==> src/rtl/rc_timer_pkg.sv <==
// Shared types for the rc_timer_bank channel bank: channel FSM states and mode encoding.
package rc_timer_pkg;

    typedef enum logic [1:0] {
        StIdle = 2'd0,
        StRun  = 2'd1,
        StDone = 2'd2
    } chan_state_e;

    localparam logic ModePeriodic = 1'b0;
    localparam logic ModeOneShot  = 1'b1;

    // Channel-select width, never narrower than one bit.
    function automatic int unsigned ch_width(input int unsigned n);
        return (n > 1) ? $clog2(n) : 1;
    endfunction

endpackage

==> src/rtl/rc_timer_bank_if.sv <==
// Control/status bundle of rc_timer_bank. RC_TIMER_PRESCALE_EN adds the shared prescaler divisor.
interface rc_timer_bank_if #(
    parameter int unsigned NUM_CH = 4,
    parameter int unsigned WIDTH  = 10
`ifdef RC_TIMER_PRESCALE_EN
    ,
    parameter int unsigned PRE_W  = 8
`endif
);
    localparam int unsigned CH_W = rc_timer_pkg::ch_width(NUM_CH);

    logic [NUM_CH-1:0] enable;
    logic [NUM_CH-1:0] clear;
    logic              cfg_we;
    logic [CH_W-1:0]   cfg_ch;
    logic [WIDTH-1:0]  cfg_value;
    logic              cfg_one_shot;
    logic [NUM_CH-1:0] tick;
    logic [NUM_CH-1:0] done;
    logic [NUM_CH-1:0] running;

`ifdef RC_TIMER_PRESCALE_EN
    logic [PRE_W-1:0]  pre_div;

    modport master (
        output enable, clear, cfg_we, cfg_ch, cfg_value, cfg_one_shot, pre_div,
        input  tick, done, running
    );
    modport slave (
        input  enable, clear, cfg_we, cfg_ch, cfg_value, cfg_one_shot, pre_div,
        output tick, done, running
    );
`else
    modport master (
        output enable, clear, cfg_we, cfg_ch, cfg_value, cfg_one_shot,
        input  tick, done, running
    );
    modport slave (
        input  enable, clear, cfg_we, cfg_ch, cfg_value, cfg_one_shot,
        output tick, done, running
    );
`endif

endinterface

==> src/rtl/rc_timer_chan.sv <==
// One timer channel: terminal value, mode, count and IDLE/RUN/DONE state with registered outputs.
module rc_timer_chan
    import rc_timer_pkg::*;
#(
    parameter int unsigned WIDTH     = 10,
    parameter int unsigned RESET_VAL = 15
) (
    input  logic             clk,
    input  logic             rst,
    input  logic             stb,
    input  logic             enable,
    input  logic             clear,
    input  logic             wr,
    input  logic [WIDTH-1:0] wr_value,
    input  logic             wr_one_shot,
    output logic             tick,
    output logic             done,
    output logic             running
);

    chan_state_e      state_q, state_d;
    logic [WIDTH-1:0] count_q, count_d;
    logic [WIDTH-1:0] val_q, val_d;
    logic             mode_q, mode_d;
    logic             tick_q, tick_d;
    logic             done_q, done_d;

    always_comb begin
        state_d = state_q;
        count_d = count_q;
        val_d   = val_q;
        mode_d  = mode_q;
        tick_d  = 1'b0;
        done_d  = done_q;

        // A write also clears the channel, so it subsumes a simultaneous clear.
        if (wr) begin
            val_d   = wr_value;
            mode_d  = wr_one_shot;
            count_d = '0;
            done_d  = 1'b0;
            state_d = StIdle;
        end else if (clear) begin
            count_d = '0;
            done_d  = 1'b0;
            state_d = StIdle;
        end else if (state_q != StDone) begin
            if (!enable) begin
                state_d = StIdle;
            end else begin
                // The IDLE->RUN edge already counts, giving a period of V+1 enabled edges.
                state_d = StRun;
                if (stb) begin
                    if (count_q == val_q) begin
                        count_d = '0;
                        tick_d  = 1'b1;
                        if (mode_q == ModeOneShot) begin
                            state_d = StDone;
                            done_d  = 1'b1;
                        end
                    end else begin
                        count_d = count_q + 1'b1;
                    end
                end
            end
        end
    end

    always_ff @(posedge clk) begin
        if (rst) begin
            state_q <= StIdle;
            count_q <= '0;
            val_q   <= WIDTH'(RESET_VAL);
            mode_q  <= ModePeriodic;
            tick_q  <= 1'b0;
            done_q  <= 1'b0;
        end else begin
            state_q <= state_d;
            count_q <= count_d;
            val_q   <= val_d;
            mode_q  <= mode_d;
            tick_q  <= tick_d;
            done_q  <= done_d;
        end
    end

    assign tick    = tick_q;
    assign done    = done_q;
    assign running = (state_q == StRun);

endmodule

==> src/rtl/rc_timer_bank.sv <==
// NUM_CH-channel reconfigurable tick timer; optional shared prescaler under RC_TIMER_PRESCALE_EN.
module rc_timer_bank
    import rc_timer_pkg::*;
#(
    parameter int unsigned NUM_CH    = 4,
    parameter int unsigned WIDTH     = 10,
    parameter int unsigned RESET_VAL = 15
`ifdef RC_TIMER_PRESCALE_EN
    ,
    parameter int unsigned PRE_W     = 8
`endif
) (
    input  logic          clk,
    input  logic          rst,
    rc_timer_bank_if.slave bus
);

    localparam int unsigned CH_W = ch_width(NUM_CH);

    logic [NUM_CH-1:0] wr;
    logic              stb;
    logic [NUM_CH-1:0] tick_w;
    logic [NUM_CH-1:0] done_w;
    logic [NUM_CH-1:0] running_w;

    // Only selects below NUM_CH are decoded, so out-of-range writes fall through untouched.
    always_comb begin
        wr = '0;
        for (int i = 0; i < NUM_CH; i++) begin
            if (bus.cfg_we && (bus.cfg_ch == CH_W'(i))) begin
                wr[i] = 1'b1;
            end
        end
    end

`ifdef RC_TIMER_PRESCALE_EN
    logic [PRE_W-1:0] pre_cnt_q, pre_cnt_d;

    always_comb begin
        stb       = (pre_cnt_q == bus.pre_div);
        pre_cnt_d = stb ? '0 : pre_cnt_q + PRE_W'(1);
        if ((|bus.clear) || (|wr)) begin
            pre_cnt_d = '0;
        end
    end

    always_ff @(posedge clk) begin
        if (rst) begin
            pre_cnt_q <= '0;
        end else begin
            pre_cnt_q <= pre_cnt_d;
        end
    end
`else
    assign stb = 1'b1;
`endif

    for (genvar g = 0; g < NUM_CH; g++) begin : g_ch
        rc_timer_chan #(
            .WIDTH     (WIDTH),
            .RESET_VAL (RESET_VAL)
        ) u_chan (
            .clk         (clk),
            .rst         (rst),
            .stb         (stb),
            .enable      (bus.enable[g]),
            .clear       (bus.clear[g]),
            .wr          (wr[g]),
            .wr_value    (bus.cfg_value),
            .wr_one_shot (bus.cfg_one_shot),
            .tick        (tick_w[g]),
            .done        (done_w[g]),
            .running     (running_w[g])
        );
    end

    assign bus.tick    = tick_w;
    assign bus.done    = done_w;
    assign bus.running = running_w;

endmodule

==> src/flat_wrapper.sv <==
// flat-port wrapper written by rule: the top's interface ports become plain ports
module rc_timer_bank_flat import rc_timer_pkg::*;
#(
    parameter int unsigned NUM_CH    = 4,
    parameter int unsigned WIDTH     = 10,
    parameter int unsigned RESET_VAL = 15

)
  (clk, rst, bus_enable, bus_clear, bus_cfg_we, bus_cfg_ch, bus_cfg_value, bus_cfg_one_shot, bus_tick, bus_done, bus_running);
  rc_timer_bank_if #(.NUM_CH(NUM_CH), .WIDTH(WIDTH)) bus_i ();
  input  logic clk;
  input  logic rst;
  input wire logic [$bits(bus_i.enable)-1:0] bus_enable;
  input wire logic [$bits(bus_i.clear)-1:0] bus_clear;
  input wire logic [$bits(bus_i.cfg_we)-1:0] bus_cfg_we;
  input wire logic [$bits(bus_i.cfg_ch)-1:0] bus_cfg_ch;
  input wire logic [$bits(bus_i.cfg_value)-1:0] bus_cfg_value;
  input wire logic [$bits(bus_i.cfg_one_shot)-1:0] bus_cfg_one_shot;
  output wire logic [$bits(bus_i.tick)-1:0] bus_tick;
  output wire logic [$bits(bus_i.done)-1:0] bus_done;
  output wire logic [$bits(bus_i.running)-1:0] bus_running;
  assign bus_i.enable = bus_enable;
  assign bus_i.clear = bus_clear;
  assign bus_i.cfg_we = bus_cfg_we;
  assign bus_i.cfg_ch = bus_cfg_ch;
  assign bus_i.cfg_value = bus_cfg_value;
  assign bus_i.cfg_one_shot = bus_cfg_one_shot;
  assign bus_tick = bus_i.tick;
  assign bus_done = bus_i.done;
  assign bus_running = bus_i.running;
  rc_timer_bank #(.NUM_CH(NUM_CH), .WIDTH(WIDTH), .RESET_VAL(RESET_VAL)) u_core (.clk(clk), .rst(rst), .bus(bus_i));
endmodule
==> config.mk <==
export PLATFORM = sky130hd
export DESIGN_NAME = rc_timer_bank_flat
export DESIGN_NICKNAME = d
export VERILOG_FILES = /design/src/rtl/rc_timer_pkg.sv /design/src/rtl/rc_timer_bank_if.sv /design/src/rtl/rc_timer_chan.sv /design/src/rtl/rc_timer_bank.sv /design/src/flat_wrapper.sv
export SDC_FILE = /design/constraint.sdc
export NUM_CORES = 1
export LEC_CHECK = 0
export BUFFER_PORTS_ARGS = -buffer_cell sky130_fd_sc_hd__buf_4
export CAP_MARGIN = 0
export CELL_PAD_IN_SITES_DETAIL_PLACEMENT = 0
export CELL_PAD_IN_SITES_GLOBAL_PLACEMENT = 1
export CORE_AREA = 3 3 105 107
export CTS_CLUSTER_SIZE = 24
export DETAILED_ROUTE_END_ITERATION = 6
export DIE_AREA = 0 0 108 110
export PLACE_DENSITY = 0.86
export SLEW_MARGIN = 40
export SYNTH_ARGS = -nofsm -noshare
export SYNTH_HDL_FRONTEND = slang
export SYNTH_SLANG_ARGS = --single-unit
==> constraint.sdc <==
create_clock -name clk -period 3.9 [get_ports clk]
set_input_delay 0.78 -clock clk [delete_from_list [all_inputs] [get_ports clk]]
set_output_delay 0.78 -clock clk [all_outputs]
set_load 0.01 [all_outputs]
==> report_table.html, run 1 <==
<table>
<tr><th>Metric</th><th>Value</th></tr>
<tr><th colspan="2">Worst setup path</th></tr>
<tr><td>Maximum cell stage delay along the critical path</td><td>0.63 ns</td></tr>
<tr><td>Endpoint kind of the worst setup timing path</td><td>flop</td></tr>
<tr><td>Crit path kind</td><td>flop to flop</td></tr>
<tr><td>Required time worst endpoint</td><td>4.15 ns</td></tr>
<tr><td>Endpoint arrival time on the critical path</td><td>2.15 ns</td></tr>
<tr><td>Ordered list of cells on the worst path</td><td>xnor2_1 -&gt; nand4_1 -&gt; nor4_2 -&gt; a21o_1 -&gt; nor2_1</td></tr>
<tr><td>Sort of element at the start of the critical path</td><td>flop</td></tr>
<tr><td>Slowest stage cell, crit path</td><td>sky130_fd_sc_hd__nor4_2</td></tr>
<tr><td>Critical path fanouts, max</td><td>8</td></tr>
<tr><td>Bufs and invs on worst path</td><td>0</td></tr>
<tr><td>Family with the most delay on the worst path</td><td>simple AND/OR/NAND/NOR gates</td></tr>
<tr><th colspan="2">Power and ir drop</th></tr>
<tr><td>Power density over the cells</td><td>362 nW/um^2</td></tr>
<tr><td>Standby leakage power</td><td>1.87 nW</td></tr>
<tr><td>Maximum VDD drop</td><td>211 uV</td></tr>
<tr><td>Total Power</td><td>1.82 mW</td></tr>
<tr><th colspan="2">Synthesis</th></tr>
<tr><td>Ys Warns</td><td>0</td></tr>
<tr><td>Fraction of the mapped netlist area in adder cells</td><td>0.0110</td></tr>
<tr><td>Simple-gate share of the synthesized area</td><td>0.309</td></tr>
<tr><td>Proportion of register bits with asynchronous set or reset after synthesis</td><td>0</td></tr>
<tr><td>Synthesized area</td><td>4560 sq um</td></tr>
<tr><td>Number of synthesized flops with an enable pin</td><td>0</td></tr>
<tr><td>Portion of the post-synthesis area used by sequential elements</td><td>0.439</td></tr>
<tr><td>Top_reg_cell synth</td><td>sky130_fd_sc_hd__dfxtp_1</td></tr>
<tr><td>Net count of the mapped netlist</td><td>568</td></tr>
<tr><td>Synth Instances</td><td>540</td></tr>
<tr><td>Main combinational cell family by area after synthesis</td><td>simple AND/OR/NAND/NOR gates</td></tr>
<tr><td>Library cells used by synthesis</td><td>43</td></tr>
<tr><td>Fraction of the mapped netlist area in compound gates</td><td>0.0705</td></tr>
<tr><td>Post-synthesis mux area share</td><td>0</td></tr>
<tr><td>Mean instance size in the synthesized netlist</td><td>8.45 sq um</td></tr>
<tr><td>Xor/xnor cell area share of the yosys netlist</td><td>0.132</td></tr>
<tr><td>Flop and latch count out of synthesis</td><td>100</td></tr>
<tr><th colspan="2">STA</th></tr>
<tr><td>Worst slew margin</td><td>0.519</td></tr>
<tr><td>Setup clock skew after layout</td><td>0.00698 ns</td></tr>
<tr><td>Final setup violation count</td><td>0</td></tr>
<tr><td>Share of the clock period used by the worst path</td><td>0.486</td></tr>
<tr><td>Fmax achieved</td><td>527 MHz</td></tr>
<tr><td>Total count of hold-check failures in the final report</td><td>0</td></tr>
<tr><td>Clock period minus final worst setup slack</td><td>1.90 ns</td></tr>
<tr><td>Max Transition Viols Final</td><td>0</td></tr>
<tr><td>Total negative setup slack</td><td>0 ns</td></tr>
<tr><td>Unrepaired setup endpoints after global routing</td><td>no</td></tr>
<tr><td>Worst-margin pin slew</td><td>0.715 ns</td></tr>
<tr><th colspan="2">Finish</th></tr>
<tr><td>P&amp;R area growth vs syn</td><td>10.1%</td></tr>
<tr><td>Diode count</td><td>0</td></tr>
<tr><td>Ratio of cells with drive above 1 in the final layout</td><td>0.105</td></tr>
<tr><td>Final-layout fill cell count</td><td>972</td></tr>
<tr><td>Total number of nets in the final design</td><td>584</td></tr>
<tr><th colspan="2">Outcome</th></tr>
<tr><td>Status</td><td>complete, no violations</td></tr>
<tr><th colspan="2">Clocking</th></tr>
<tr><td>Total CTS buffers</td><td>9</td></tr>
<tr><td>Clock slew at the register clock pins of the worst setup and hold paths</td><td>0.09 ns</td></tr>
<tr><td>CTS hold repair buffers</td><td>0</td></tr>
<tr><td>CTS tree</td><td>yes</td></tr>
<tr><td>Number of cells upsized or downsized after cts</td><td>0</td></tr>
<tr><td>Insertion delay of the later-clocked pin in the worst-skew pair</td><td>0.36 ns</td></tr>
<tr><td>H-tree depth reported by CTS</td><td>3</td></tr>
<tr><td>CTS Buffer Depth</td><td>2</td></tr>
<tr><td>Buffer count from post-CTS setup fixing</td><td>0</td></tr>
<tr><td>Root buffer selected by CTS</td><td>sky130_fd_sc_hd__clkbuf_8</td></tr>
<tr><td>Clock net sink count</td><td>100</td></tr>
<tr><th colspan="2">Route</th></tr>
<tr><td>Number of search-and-repair iterations in the first detailed-routing pass</td><td>4</td></tr>
<tr><td>Remaining design rule violation count</td><td>0</td></tr>
<tr><td>Aggregate routed wire length</td><td>9.44 mm</td></tr>
<tr><td>Via total after detailed routing</td><td>3541</td></tr>
<tr><td>WL/cell</td><td>13.5 um</td></tr>
<tr><td>Iteration-0 DRC Markers</td><td>195</td></tr>
<tr><td>Antenna violation net count after detailed routing</td><td>0</td></tr>
<tr><td>DR vias/cell</td><td>5.08</td></tr>
<tr><th colspan="2">Global route</th></tr>
<tr><td>Antenna violations before repair</td><td>0</td></tr>
<tr><td>Remaining Overflow, GRT</td><td>0</td></tr>
<tr><td>Global-route wire length before repair</td><td>16.0 mm</td></tr>
<tr><td>Global-route usage over all layers</td><td>0.169</td></tr>
<tr><td>Number of global-route vias before repair</td><td>3412</td></tr>
<tr><td>Pin count of the biggest net entering global routing</td><td>52</td></tr>
<tr><th colspan="2">Floorplanning</th></tr>
<tr><td>Area enclosed by the die boundary</td><td>11900 sq um</td></tr>
<tr><td>Die height</td><td>110 um</td></tr>
<tr><td>Ports placed on the boundary</td><td>36</td></tr>
<tr><td>Floorplan row count</td><td>37</td></tr>
<tr><td>Starting utilization of the core area</td><td>0.446</td></tr>
<tr><td>Chip width</td><td>108 um</td></tr>
<tr><td>Core Footprint</td><td>10200 sq um</td></tr>
<tr><th colspan="2">Place</th></tr>
<tr><td>Routability cong.</td><td>0.811</td></tr>
<tr><td>DP Wirelength</td><td>6.85 mm</td></tr>
<tr><td>Number of buffers inserted by port buffering</td><td>35</td></tr>
<tr><th colspan="2">Flow run</th></tr>
<tr><td>Max capacitance violation total</td><td>0</td></tr>
<tr><th colspan="2">Worst hold path</th></tr>
<tr><td>Class of the tightest hold or removal check</td><td>flop to flop</td></tr>
</table>
-- per-stage QoR --
step	hold slack (ns)	instance area, sq um	util	setup slack, ns	cells
6_report	0.472	5020	0.491	2.00	697
5_1_grt	0.504	5020	0.491	1.84	697
4_1_cts	0.474	5020	0.491	1.99	697
3_5_place_dp	0.457	4840	0.473	1.67	681
3_3_place_gp	0.452	4840	0.473	1.73	681
2_1_floorplan	0.426	4560	-	2.10	540
-- worst min-delay path: stages (launching register included) --
cell and delay [ns]:
sky130_fd_sc_hd__dfxtp_1 0.32, sky130_fd_sc_hd__nand2_1 0.05, sky130_fd_sc_hd__o31ai_1 0.05
-- cell type report --
cell class | instances | area, sq um | area share
clock buffers | 15 | 176 | 0.0351
clock inverters | 1 | 5.00 | 0.000996
inverters | 3 | 11.3 | 0.00224
multi-input cells | 405 | 2380 | 0.474
flip-flops and latches | 100 | 2000 | 0.398
well taps | 136 | 170 | 0.0339
repair buffers | 37 | 278 | 0.0553
-- final timing paths --
path | to | from | cells after the start | slack, ns
worst max register to register | u_core.g_ch[0].u_chan.count_q[8] | u_core.g_ch[0].u_chan.count_q[0] | 5 | 2.00
worst min-delay path | u_core.g_ch[1].u_chan.done | u_core.g_ch[1].u_chan.done | 2 | 0.47
worst min register to register | u_core.g_ch[1].u_chan.done | u_core.g_ch[1].u_chan.done | 2 | 0.47
worst max-delay path | u_core.g_ch[0].u_chan.count_q[8] | u_core.g_ch[0].u_chan.count_q[0] | 5 | 2.00
-- metal layers --
layer	global-route usage	part of all wire	vias to the layer above
li1	-	-	1830
met1	0.226	0.49	1649
met2	0.279	0.46	52
met3	0.0332	0.037	10
met4	0.0532	0.010	0
met5	0	0	-
-- cells by family after synthesis --
kind of cell,count (synthesis)
AOI/OAI and AO/OA,56
xor gates and xnor gates,67
adders and majority gates,4
buffers and inverters,35
DFF,100
and+or+nand+nor,278
-- sequential cells by signal, summed over array words and instances, names as in the netlist --
register	flops
u_core.g_ch.u_chan.done	4
u_core.g_ch.u_chan.val_q	40
u_core.g_ch.u_chan.tick	4
u_core.g_ch.u_chan.count_q	40
u_core.g_ch.u_chan.mode_q	4
u_core.g_ch.u_chan.state_q	8
-- cell usage after synthesis (all sizes together), types with 7 or more instances --
cell | n | share of area
xor2 | 24 | 0.049
nand4 | 15 | 0.022
dfxtp | 100 | 0.44
and3 | 15 | 0.021
buf | 14 | 0.022
or3 | 8 | 0.011
and2 | 11 | 0.015
nand3 | 13 | 0.014
a21oi | 39 | 0.043
nor2 | 39 | 0.032
xnor2 | 43 | 0.083
nand3b | 21 | 0.035
nand2 | 120 | 0.099
clkbuf | 18 | 0.015
nand2b | 7 | 0.0096
-- cells in the final DEF (no fill, tap or decap), drive strengths merged --
cell type  instances
or3b               2
a21oi             39
o31ai              1
nand4b             2
a31oi              6
and3              15
or4                1
dfxtp            100
and3b              1
clkinv             1
o22ai              1
nor2b              6
buf               37
xor2              24
clkbuf            15
inv                3
o21ai              1
xnor2             43
a2bb2oi            3
or3                8
nand2            120
nor3               6
or2                2
nor2              39
nand3             13
and2              11
a211oi             1
a31o               1
nand2b             7
and4               3
nor4               5
nor3b              1
nand3b            21
nand4             15
a21o               3
ha                 4
-- power breakdown --
part           switching [mW]  internal (mW)
combinational          0.0774         0.0566
clock                   0.341          0.285
sequential             0.0178           1.04
total                   0.436           1.38
No activity file was read; power rests on OpenSTA's default activity.
==> run 2, diff against run 1 <==
--- a/config.mk
+++ b/config.mk
@@ -9,11 +9,11 @@
 export CAP_MARGIN = 0
 export CELL_PAD_IN_SITES_DETAIL_PLACEMENT = 0
 export CELL_PAD_IN_SITES_GLOBAL_PLACEMENT = 1
-export CORE_AREA = 3 3 105 107
+export CORE_AREA = 3 3 110 112
 export CTS_CLUSTER_SIZE = 24
 export DETAILED_ROUTE_END_ITERATION = 6
-export DIE_AREA = 0 0 108 110
-export PLACE_DENSITY = 0.86
+export DIE_AREA = 0 0 113 115
+export PLACE_DENSITY = 0.83
 export SLEW_MARGIN = 40
 export SYNTH_ARGS = -nofsm -noshare
 export SYNTH_HDL_FRONTEND = slang
==> constraint.sdc (replaced) <==
create_clock -name clk -period 1.6 [get_ports clk]
set_input_delay 0.32 -clock clk [delete_from_list [all_inputs] [get_ports clk]]
set_output_delay 0.32 -clock clk [all_outputs]
set_load 0.01 [all_outputs]
==> run 2 against run 1 <==
  * Combinational power grew to 2.7 times the previous value
  * Sequential cell count stayed put
  * Cell area is 8.4% higher
  * Clock-buffer cell count shrank 3
  * Die area increased by 9.4%
  * Clock power rose to 3.4 times the previous value
  * First-iteration DRC count down 5.1%
  * Largest cell class unchanged
==> report_table.html, run 2 (same netlist as run 1, synthesis figures left out) <==
<table>
<tr><th>Metric</th><th>Value</th></tr>
<tr><th colspan="2">Outcome</th></tr>
<tr><td>Status</td><td>complete, no violations</td></tr>
<tr><th colspan="2">Place</th></tr>
<tr><td>DP Wirelength</td><td>7.48 mm (+9.2%)</td></tr>
<tr><td>Inst Count DP</td><td>722 (+6.0%)</td></tr>
<tr><td>Number of buffers inserted by port buffering</td><td>35 (unchanged)</td></tr>
<tr><td>Post-place setup slack</td><td>0.0352 ns (-1.63 ns)</td></tr>
<tr><td>Placed instance area</td><td>5110 sq um (+5.5%)</td></tr>
<tr><td>Routability cong.</td><td>0.840 (+3.6%)</td></tr>
<tr><th colspan="2">Clocking</th></tr>
<tr><td>Clock net sink count</td><td>100 (unchanged)</td></tr>
<tr><td>CTS Buffer Depth</td><td>2 (unchanged)</td></tr>
<tr><td>Insertion delay of the later-clocked pin in the worst-skew pair</td><td>0.34 ns (-0.02 ns)</td></tr>
<tr><td>Total CTS buffers</td><td>9 (unchanged)</td></tr>
<tr><td>Root buffer selected by CTS</td><td>sky130_fd_sc_hd__clkbuf_16</td></tr>
<tr><td>CTS hold repair buffers</td><td>0 (unchanged)</td></tr>
<tr><td>Clock slew at the register clock pins of the worst setup and hold paths</td><td>0.07 ns (-0.02 ns)</td></tr>
<tr><td>CTS tree</td><td>yes</td></tr>
<tr><td>H-tree depth reported by CTS</td><td>3 (unchanged)</td></tr>
<tr><th colspan="2">STA</th></tr>
<tr><td>Share of the clock period used by the worst path</td><td>0.953 (+0.467)</td></tr>
<tr><td>Worst slew margin</td><td>0.701 (+0.181)</td></tr>
<tr><td>Worst-margin pin slew</td><td>0.448 ns (-0.267 ns)</td></tr>
<tr><td>Worst hold slack across all endpoints</td><td>0.246 ns (-0.226 ns)</td></tr>
<tr><td>Fmax achieved</td><td>656 MHz (+24%)</td></tr>
<tr><td>Total negative setup slack</td><td>0 ns (unchanged)</td></tr>
<tr><td>Max Transition Viols Final</td><td>0 (unchanged)</td></tr>
<tr><td>Final setup violation count</td><td>0 (unchanged)</td></tr>
<tr><td>Total count of hold-check failures in the final report</td><td>0 (unchanged)</td></tr>
<tr><td>Unrepaired setup endpoints after global routing</td><td>no</td></tr>
<tr><td>PnR worst setup slack</td><td>0.0748 ns (-1.93 ns)</td></tr>
<tr><td>Setup clock skew after layout</td><td>0.00697 ns (-0.00000742 ns)</td></tr>
<tr><td>Clock period minus final worst setup slack</td><td>1.53 ns (-0.371 ns)</td></tr>
<tr><th colspan="2">Worst setup path</th></tr>
<tr><td>Family with the most delay on the worst path</td><td>simple AND/OR/NAND/NOR gates</td></tr>
<tr><td>Bufs and invs on worst path</td><td>1 (+1)</td></tr>
<tr><td>Sort of element at the start of the critical path</td><td>flop</td></tr>
<tr><td>Maximum cell stage delay along the critical path</td><td>0.33 ns (-0.30 ns)</td></tr>
<tr><td>Ordered list of cells on the worst path</td><td>xor2_1 -&gt; nor4_1 -&gt; nand4_1 -&gt; buf_4 -&gt; or2_1 -&gt; and3_1</td></tr>
<tr><td>Slowest stage cell, crit path</td><td>sky130_fd_sc_hd__dfxtp_1</td></tr>
<tr><td>Critical path fanouts, max</td><td>4 (-4)</td></tr>
<tr><td>Reg-to-reg critical path startpoint</td><td>u_core.g_ch[1].u_chan.val_q[8]</td></tr>
<tr><td>Crit. Startpoint</td><td>u_core.g_ch[1].u_chan.val_q[8]</td></tr>
<tr><td>Crit path kind</td><td>flop to flop</td></tr>
<tr><td>Endpoint kind of the worst setup timing path</td><td>flop</td></tr>
<tr><td>Required time worst endpoint</td><td>1.84 ns (-2.31 ns)</td></tr>
<tr><td>Endpoint arrival time on the critical path</td><td>1.76 ns (-0.39 ns)</td></tr>
<tr><th colspan="2">Worst hold path</th></tr>
<tr><td>Class of the tightest hold or removal check</td><td>input port to flop</td></tr>
<tr><td>Launch point of the worst hold path</td><td>bus_cfg_value[3]</td></tr>
<tr><th colspan="2">Route</th></tr>
<tr><td>Aggregate routed wire length</td><td>10.1 mm (+7.3%)</td></tr>
<tr><td>WL/cell</td><td>13.7 um (+1.1%)</td></tr>
<tr><td>Remaining design rule violation count</td><td>0 (unchanged)</td></tr>
<tr><td>Antenna violation net count after detailed routing</td><td>0 (unchanged)</td></tr>
<tr><td>Number of search-and-repair iterations in the first detailed-routing pass</td><td>5 (+1)</td></tr>
<tr><td>Via total after detailed routing</td><td>3689 (+4.2%)</td></tr>
<tr><td>Iteration-0 DRC Markers</td><td>185 (-5.1%)</td></tr>
<tr><td>DR vias/cell</td><td>4.99 (-1.9%)</td></tr>
<tr><th colspan="2">Global route</th></tr>
<tr><td>Antenna violations before repair</td><td>0 (unchanged)</td></tr>
<tr><td>Number of global-route vias before repair</td><td>3508 (+2.8%)</td></tr>
<tr><td>Global-route wire length before repair</td><td>16.8 mm (+5.3%)</td></tr>
<tr><td>Global-route usage over all layers</td><td>0.161 (-0.00860)</td></tr>
<tr><td>Remaining Overflow, GRT</td><td>0 (unchanged)</td></tr>
<tr><td>Pin count of the biggest net entering global routing</td><td>23 (-56%)</td></tr>
<tr><th colspan="2">Floorplanning</th></tr>
<tr><td>Die height</td><td>115 um (+4.5%)</td></tr>
<tr><td>Ports placed on the boundary</td><td>36 (unchanged)</td></tr>
<tr><td>Starting utilization of the core area</td><td>0.403 (-0.0429)</td></tr>
<tr><td>Chip width</td><td>113 um (+4.6%)</td></tr>
<tr><td>Core Footprint</td><td>11300 sq um (+11%)</td></tr>
<tr><td>Floorplan row count</td><td>39 (+5.4%)</td></tr>
<tr><td>Area enclosed by the die boundary</td><td>13000 sq um (+9.4%)</td></tr>
<tr><th colspan="2">Finish</th></tr>
<tr><td>P&amp;R area growth vs syn</td><td>19.4%</td></tr>
<tr><td>Total number of nets in the final design</td><td>620 (+6.2%)</td></tr>
<tr><td>Ratio of cells with drive above 1 in the final layout</td><td>0.176 (+0.0707)</td></tr>
<tr><td>Regs by FF count</td><td>u_core.g_ch.u_chan.count_q x40, u_core.g_ch.u_chan.val_q x40, u_core.g_ch.u_chan.state_q x8</td></tr>
<tr><td>Final Cell Area</td><td>5450 sq um (+8.4%)</td></tr>
<tr><td>Diode count</td><td>0 (unchanged)</td></tr>
<tr><td>Layout Utilization</td><td>0.481 (-0.0100)</td></tr>
<tr><td>Non-filler cells, final</td><td>740 (+6.2%)</td></tr>
<tr><td>Commonest cells after routing, fill and taps aside</td><td>sky130_fd_sc_hd__nand2_1, sky130_fd_sc_hd__dfxtp_1, sky130_fd_sc_hd__buf_4, sky130_fd_sc_hd__xnor2_1</td></tr>
<tr><td>Leading cell type in the layout, fill and taps excluded</td><td>sky130_fd_sc_hd__nand2_1</td></tr>
<tr><th colspan="2">Power and ir drop</th></tr>
<tr><td>Switching power</td><td>1.20 mW (+180%)</td></tr>
<tr><td>Clock power share</td><td>0.422 (+0.078)</td></tr>
<tr><td>Power density over the cells</td><td>936 nW/um^2 (+160%)</td></tr>
<tr><td>Power share of the combinational group</td><td>0.071 (-0.003)</td></tr>
<tr><td>Share of total power in sequential cells</td><td>0.507 (-0.075)</td></tr>
<tr><td>Total Power</td><td>5.10 mW (+180%)</td></tr>
<tr><td>Internal portion of total power</td><td>3.89 mW (+180%)</td></tr>
<tr><td>Maximum VDD drop</td><td>444 uV (+110%)</td></tr>
<tr><td>Sw Share</td><td>0.236 (-0.00301)</td></tr>
<tr><td>Standby leakage power</td><td>2.11 nW (+13%)</td></tr>
<tr><th colspan="2">Flow run</th></tr>
<tr><td>Max capacitance violation total</td><td>0 (unchanged)</td></tr>
</table>
-- run 2: cell types whose count changed in the layout (fill, tap and decap cells not counted), sizes merged --
cell / delta
buf: +36
clkbuf: -3
clkinvlp: +2
clkinv: +1
-- run 2: worst reg2reg max path: stages (launching register included) --
cell,delay (ns)
sky130_fd_sc_hd__dfxtp_1,0.33
sky130_fd_sc_hd__xor2_1,0.16
sky130_fd_sc_hd__nor4_1,0.28
sky130_fd_sc_hd__nand4_1,0.12
sky130_fd_sc_hd__buf_4,0.17
sky130_fd_sc_hd__or2_1,0.21
sky130_fd_sc_hd__and3_1,0.15
-- run 2: routing by layer --
metal  up-vias  track usage  wire, um
met5         -            0         0
met4         0       0.0529       171
met3         9       0.0463       472
met2        62        0.271      4780
met1      1719        0.199      4710
li1       1899            -         -
-- run 2: repair_timing --
action,CTS,global route
gates resized for setup,0,9
buffers inserted,0,2
setup endpoints to repair,0,29
-- run 2: cell type report --
cell class	count	area, sq um
clock buffers	12	267
clock inverters	4	32.5
fillers	1108	5870
inverters	3	11.3
multi-input cells	405	2400
flip-flops and latches	100	2010
well taps	143	179
repair buffers	73	548
-- run 2: power by group through the flow --
stage | sequential, mW | combinational, mW | clock (mW)
after floorplan | 2.63 | 0.211 | 0
final | 2.58 | 0.361 | 2.15
after detailed placement | 2.64 | 0.359 | 0
after CTS | 2.58 | 0.360 | 2.19
after global routing | 2.59 | 0.399 | 2.29
after global placement | 2.64 | 0.352 | 0
-- run 2: final timing paths --
kind / endpoint / slack, ns / depth (start not counted)
worst max-delay path: u_core.g_ch[1].u_chan.state_q[0] / 0.07 / 6
worst max register to register: u_core.g_ch[1].u_chan.state_q[0] / 0.07 / 6
worst min register to register: u_core.g_ch[3].u_chan.val_q[5] / 0.47 / 2
worst min-delay path: u_core.g_ch[1].u_chan.val_q[3] / 0.25 / 3
